## src/rtl/uart_tx.sv

```systemverilog
// ----------------------------------------------------------------------------
// uart_tx
//   UART transmitter for the APB UART slave. Pops bytes from the TX FIFO and
//   sends them on tx_o as: start bit, DATA_BITS data bits LSB first, an
//   optional parity bit, then STOP_BITS stop bits. Bit timing comes from the
//   shared one-cycle baud tick; everything runs on clk_i.
//
//   While a frame's stop bits are on the line, the next byte is prefetched
//   into a hold register so that consecutive frames leave no idle gap.
//
//   Optional feature: define UART_TX_PARITY_EN to add a parity bit after the
//   data bits. Parity sense comes from parity_odd_i (0 = even, 1 = odd).
//
// Ports
//   clk_i           system clock
//   rstn_i          asynchronous active-low reset
//   baud_tick_i     one-cycle pulse per bit period
//   tx_en_i         transmitter enable
//   fifo_E_i        TX FIFO empty
//   fifo_rd_data_i  TX FIFO read data, valid the cycle after rd_en_o
//   parity_odd_i    parity sense (UART_TX_PARITY_EN only)
//   rd_en_o         FIFO pop, one cycle per byte
//   tx_o            serial line, idles high
//   tx_stat_o       {tx_done, tx_busy}
// ----------------------------------------------------------------------------
module uart_tx #(
    parameter int DATA_BITS = 8,
    parameter int STOP_BITS = 1
) (
    input  logic       clk_i,
    input  logic       rstn_i,
    input  logic       baud_tick_i,
    input  logic       tx_en_i,
    input  logic       fifo_E_i,
    input  logic [7:0] fifo_rd_data_i,
`ifdef UART_TX_PARITY_EN
    input  logic       parity_odd_i,
`endif
    output logic       rd_en_o,
    output logic       tx_o,
    output logic [1:0] tx_stat_o
);

    localparam logic [3:0] DATA_LAST = 4'(DATA_BITS);
    localparam logic [3:0] STOP_LAST = 4'(STOP_BITS);

    typedef enum logic [2:0] {
        IDLE,
        FETCH,
        LOAD,
        START,
        DATA,
`ifdef UART_TX_PARITY_EN
        PARITY,
`endif
        STOP
    } state_e;

    state_e               state_q, state_d;
    logic                 tx_q, tx_d;
    logic [DATA_BITS-1:0] shift_q, shift_d;
    logic [DATA_BITS-1:0] hold_q, hold_d;
    logic                 hold_valid_q, hold_valid_d;
    logic [3:0]           cnt_q, cnt_d;
    logic                 rd_en_q, rd_en_d;
    // High in the cycle where fifo_rd_data_i carries the byte just popped.
    logic                 pop_dly_q;
    logic                 tx_done;
`ifdef UART_TX_PARITY_EN
    // Running parity: seeded with the parity sense, XORed with every data bit.
    logic                 par_q, par_d;
`endif

    // NOTE: every state register is written with non-blocking assignments
    // only; the next-state values are computed combinationally below.
    always_ff @(posedge clk_i or negedge rstn_i) begin
        if (!rstn_i) begin
            state_q      <= IDLE;
            tx_q         <= 1'b1;
            shift_q      <= '0;
            hold_q       <= '0;
            hold_valid_q <= 1'b0;
            cnt_q        <= '0;
            rd_en_q      <= 1'b0;
            pop_dly_q    <= 1'b0;
`ifdef UART_TX_PARITY_EN
            par_q        <= 1'b0;
`endif
        end else begin
            state_q      <= state_d;
            tx_q         <= tx_d;
            shift_q      <= shift_d;
            hold_q       <= hold_d;
            hold_valid_q <= hold_valid_d;
            cnt_q        <= cnt_d;
            rd_en_q      <= rd_en_d;
            pop_dly_q    <= rd_en_q;
`ifdef UART_TX_PARITY_EN
            par_q        <= par_d;
`endif
        end
    end

    always_comb begin
        // NOTE: every signal written here gets a default first, so no path
        // through the case statement can infer a latch.
        state_d      = state_q;
        tx_d         = tx_q;
        shift_d      = shift_q;
        hold_d       = hold_q;
        hold_valid_d = hold_valid_q;
        cnt_d        = cnt_q;
        rd_en_d      = 1'b0;
        tx_done      = 1'b0;
`ifdef UART_TX_PARITY_EN
        par_d        = par_q;
`endif

        case (state_q)
            IDLE: begin
                tx_d = 1'b1;
                if (tx_en_i && !fifo_E_i) begin
                    rd_en_d = 1'b1;
                    state_d = FETCH;
                end
            end

            // rd_en_o is high in this cycle; the byte appears in the next.
            FETCH: state_d = LOAD;

            LOAD: begin
                if (pop_dly_q) shift_d = fifo_rd_data_i[DATA_BITS-1:0];
                if (baud_tick_i) begin
                    tx_d    = 1'b0;
                    state_d = START;
`ifdef UART_TX_PARITY_EN
                    par_d   = parity_odd_i;
`endif
                end
            end

            START: begin
                if (baud_tick_i) begin
                    tx_d    = shift_q[0];
                    shift_d = shift_q >> 1;
                    cnt_d   = 4'd1;
                    state_d = DATA;
`ifdef UART_TX_PARITY_EN
                    par_d   = par_q ^ shift_q[0];
`endif
                end
            end

            DATA: begin
                if (baud_tick_i) begin
                    if (cnt_q < DATA_LAST) begin
                        tx_d    = shift_q[0];
                        shift_d = shift_q >> 1;
                        cnt_d   = cnt_q + 4'd1;
`ifdef UART_TX_PARITY_EN
                        par_d   = par_q ^ shift_q[0];
`endif
                    end else begin
`ifdef UART_TX_PARITY_EN
                        tx_d    = par_q;
                        state_d = PARITY;
`else
                        tx_d    = 1'b1;
                        cnt_d   = 4'd1;
                        state_d = STOP;
                        rd_en_d = tx_en_i && !fifo_E_i && !hold_valid_q;
`endif
                    end
                end
            end

`ifdef UART_TX_PARITY_EN
            PARITY: begin
                if (baud_tick_i) begin
                    tx_d    = 1'b1;
                    cnt_d   = 4'd1;
                    state_d = STOP;
                    rd_en_d = tx_en_i && !fifo_E_i && !hold_valid_q;
                end
            end
`endif

            STOP: begin
                tx_d = 1'b1;
                if (baud_tick_i && cnt_q == STOP_LAST) begin
                    tx_done = 1'b1;
                    if (hold_valid_q || pop_dly_q) begin
                        // Chain straight into the next start bit. The byte
                        // comes from the hold register, or straight off the
                        // FIFO when the prefetch lands on this very cycle.
                        shift_d      = hold_valid_q ? hold_q
                                                    : fifo_rd_data_i[DATA_BITS-1:0];
                        hold_valid_d = 1'b0;
                        tx_d         = 1'b0;
                        state_d      = START;
`ifdef UART_TX_PARITY_EN
                        par_d        = parity_odd_i;
`endif
                    end else if (rd_en_q) begin
                        // Pop issued this cycle: data arrives next cycle.
                        state_d = LOAD;
                    end else begin
                        state_d = IDLE;
                    end
                end else begin
                    if (baud_tick_i) cnt_d = cnt_q + 4'd1;
                    if (pop_dly_q) begin
                        hold_d       = fifo_rd_data_i[DATA_BITS-1:0];
                        hold_valid_d = 1'b1;
                    end
                end
            end

            default: state_d = IDLE;
        endcase
    end

    assign rd_en_o   = rd_en_q;
    assign tx_o      = tx_q;
    assign tx_stat_o = {tx_done, (state_q != IDLE) && (state_q != FETCH)};

endmodule

```

## config.mk

```make
export PLATFORM = sky130hd
export DESIGN_NAME = uart_tx
export DESIGN_NICKNAME = d
export VERILOG_FILES = /design/src/rtl/uart_tx.sv
export SDC_FILE = /design/constraint.sdc
export NUM_CORES = 1
export LEC_CHECK = 0
export ABC_AREA = 1
export CORE_AREA = 2 2 59 84
export CTS_CLUSTER_SIZE = 40
export DETAILED_ROUTE_END_ITERATION = 8
export DIE_AREA = 0 0 61 86
export GPL_TIMING_DRIVEN = 0
export PLACE_DENSITY = 0.72
export SLEW_MARGIN = 5
export SYNTH_ARGS = -nofsm -noshare
export SYNTH_HDL_FRONTEND = slang
export SYNTH_SLANG_ARGS = --single-unit
```

## constraint.sdc

```tcl
create_clock -name clk_i -period 1.4 [get_ports clk_i]
set_input_delay 0.21 -clock clk_i [delete_from_list [all_inputs] [get_ports clk_i]]
set_output_delay 0.21 -clock clk_i [all_outputs]
set_load 0.05 [all_outputs]
```

==> flow_metrics.tcl <==
set metrics [dict create \
    status "complete, but fails checks" \
    violations "setup timing" \
    vias 1902 \
    grtUsageTotal_pct 21.0 \
    areaGrowthSynthToFinish_pct 49.5 \
    cp-start-kind "flip-flop" \
    cts_made_buffers 3 \
    cp_slowest_stage_delay_ns 0.45 \
    synth_most_common_cell "nand2_1" \
    fmax_mhz 591 \
    grt_max_degree 28 \
    required_ns 1.19 \
    syn_nets 285 \
    grt_first_pass_wirelength_um 8330 \
    grt_pass1_vias 1903 \
    initial_core_util_pct 41.2 \
    synth_top_family_by_area "simple AND/OR/NAND/NOR gates" \
    layout-drive-gt1-share_pct 37.6 \
    maxSlewViolCount 0 \
    hold_viol 0 \
    drt_pre_antenna_iters 4 \
    antenna_found_initial 0 \
    crit_slowest_cell "dfrtp_1" \
    cts_tree "built" \
    h-tree-depth 1 \
    tightest_slew_ns 0.632 \
    setup_viol 27 \
    synth.cell_area_sq_um 1840 \
    ys.flop_type "dfrtp_1" \
    die_h_um 86 \
    crit_family "flip-flops" \
    yosysTopAreaCell "dfrtp_1" \
    crit_top_cell "inv_2" \
    wl_per_cell_um 14.5 \
    maxCapViolCount 0 \
    finClkSkew_ns 0.00511 \
    coreArea_sq_um 4460 \
    path_cells "inv_2 > nand2_1 > nor2_4 > nand2_2 > inv_2 > buf_6 > buf_8" \
    crit_path_end_kind "output port" \
    ys_async_sr_fraction_pct 100 \
    arrival_ns 1.48 \
    layout.nets 340 \
    clockBufferDepth 2 \
    first_iter_violations 131 \
    avgViaCountPerCell 4.99 \
    synth_compound_area_share_pct 8.17 \
    clk_latency_ns 0.29 \
    synth_warnings 0 \
    min_period_ns 1.69 \
    synth_cell_types 25 \
    final.setup.tns_ns -3.04 \
    dpl.hpwl_um 3120 \
    die_w_um 61 \
    worst-path-max-fanout 5 \
    p_leak_uw 0.00138 \
    relSlewSlack_pct 57.8 \
    place.gp.congestion 0.885 \
    cp_num_buf_inv 4 \
    gr-total-overflow 0 \
    root_buffer "clkbuf_8" \
    yosysTopAreaCellShare_pct 35.4 \
    synth_xor_area_share_pct 0 \
    fin_crit_sh_pct 121 \
    worst_setup_hold_path_clk_slew_ns 0.10 \
    setup_ws_ns -0.291 \
    fin_cells 381 \
    routed_wl_um 5520 \
    syn_inst 265 \
    antenna_cells 0 \
    synth_area_leaders "dfrtp_1 (35%), nand2_1 (21%), nand3_1 (6.8%)" \
    synth_edf_count 0 \
    ioPinCount 17 \
    cts_sinks 27 \
    syn_avg_cell_area_sq_um 6.93 \
    ys_top_cells_by_count "nand2_1 (104), inv_1 (31), dfrtp_1 (26)" \
    hold_slack_ns 0.420 \
    ys_ff_latch 27 \
    crit_type "reg -> out" \
    rsz0062_at_grt "true" \
    die_area_sq_um 5250 \
    ys_seq_area_share_pct 36.9 \
    worst_ir_drop_vdd_mv 1.23 \
    dp_cells 343 \
    drc 0 \
    num_rows 29 \
    post_synth_fa_ha_maj_area_fraction_pct 4.77 \
    min_path_type "reg -> reg" \
    p_per_area_nw_per_um2 2290 \
    synthMuxAreaShare_pct 0 \
    yosys.area_share.simple_pct 40.1 \
    io_buffers 16 \
    ant_nets 0 \
]
power by group:
group | total (uW) | internal (uW) | switching [uW]
Clock | 474 | 201 | 274
Combinational | 4510 | 1860 | 2650
Sequential | 1290 | 1110 | 180
Total | 6280 | 3180 | 3100
cells by family after synthesis:
logic type	after synthesis
and+or+nand+nor	162
buffers and inverters	40
AOI/OAI and AO/OA	29
DFF	27
adders and majority gates	7
cells in the final DEF (no fill, tap or decap), types with 3 or more instances in the layout:
| cell type | count |
|---|---|
| o21ai_0 | 12 |
| buf_8 | 3 |
| buf_2 | 3 |
| nand3_4 | 7 |
| o21ai_1 | 10 |
| nand2_1 | 83 |
| nand3_2 | 5 |
| buf_4 | 23 |
| inv_1 | 23 |
| dfrtp_1 | 24 |
| clkdlybuf4s50_1 | 11 |
| nor2_1 | 8 |
| clkbuf_8 | 3 |
| inv_2 | 7 |
| nand3_1 | 16 |
| nand2_2 | 19 |
| a21oi_2 | 3 |
| ha_4 | 3 |
| ha_1 | 4 |
| nor2_4 | 10 |
| nand2_4 | 5 |
| buf_6 | 13 |
per-stage QoR:
| step | cell area [sq um] | utilization [%] | setup WS (ns) | total power, uW |
|---|---|---|---|---|
| after floorplan | 1850 | - | 0.00173 | 3460 |
| after global placement | 2090 | 46.8 | -0.781 | 4080 |
| after detailed placement | 2090 | 46.8 | -0.780 | 4150 |
| after CTS | 2500 | 56.1 | -0.256 | 5400 |
| after global routing | 2750 | 61.5 | -0.337 | 6740 |
| final | 2750 | 61.5 | -0.291 | 6280 |
final cells by class:
type | instances | area, sq um
Tap cell | 62 | 77.6
Multi-Input combinational cell | 198 | 1270
Clock buffer | 3 | 41.3
Clock inverter | 1 | 5.00
Sequential cell | 27 | 679
Fill cell | 374 | 1720
Inverter | 34 | 145
Timing Repair Buffer | 50 | 459
Buffer | 6 | 65.1
worst reg2reg max path: cells and delay by family, from the launching register on:
kind	cells	cell delay [ns]
compound gates	1	0.13
flops	1	0.37
fa+ha+maj	1	0.26
buf+inv	3	0.30
simple gates	4	0.50
timing repair:
| action | in CTS | in global routing |
|---|---|---|
| setup endpoints to repair | 54 | 28 |
| resized for setup | 73 | 49 |
| pin swaps | 19 | 19 |
| setup buffers | 27 | 7 |
| gates cloned | 0 | 0 |
| hold endpoints to repair | 0 | 26 |
| hold buffers | 0 | 1 |
flip-flops by register name, indices dropped and copies added (netlist names):
register / flops
hold_q: 8
rd_en_o: 1
pop_dly_q: 1
shift_q: 8
hold_valid_q: 1
state_q: 3
cnt_q: 4
tx_o: 1
per-layer routing:
metal / routed length, um / track usage [%] / up-vias
li1: - / - / 936
met1: 2230 / 24.5 / 915
met2: 3000 / 36.4 / 40
met3: 160 / 2.71 / 11
met4: 135 / 10.5 / 0
met5: 0 / 0 / -
final timing paths:
path / from / endpoint / slack, ns / cells after the start
setup / recovery: cnt_q[3]$_DFFE_PN0P_ / tx_stat_o[1] / -0.29 / 7
hold / removal: rd_en_o$_DFF_PN0_ / pop_dly_q$_DFF_PN0_ / 0.42 / 0
setup reg to reg: cnt_q[1]$_DFFE_PN0P_ / cnt_q[3]$_DFFE_PN0P_ / -0.20 / 9
hold reg to reg: rd_en_o$_DFF_PN0_ / pop_dly_q$_DFF_PN0_ / 0.42 / 0
max in group asynchronous: rstn_i / cnt_q[0]$_DFFE_PN0P_ / 0.48 / 2
min in group asynchronous: rstn_i / hold_q[5]$_DFFE_PN0P_ / 0.47 / 2
(Power assumes the default switching activity.)
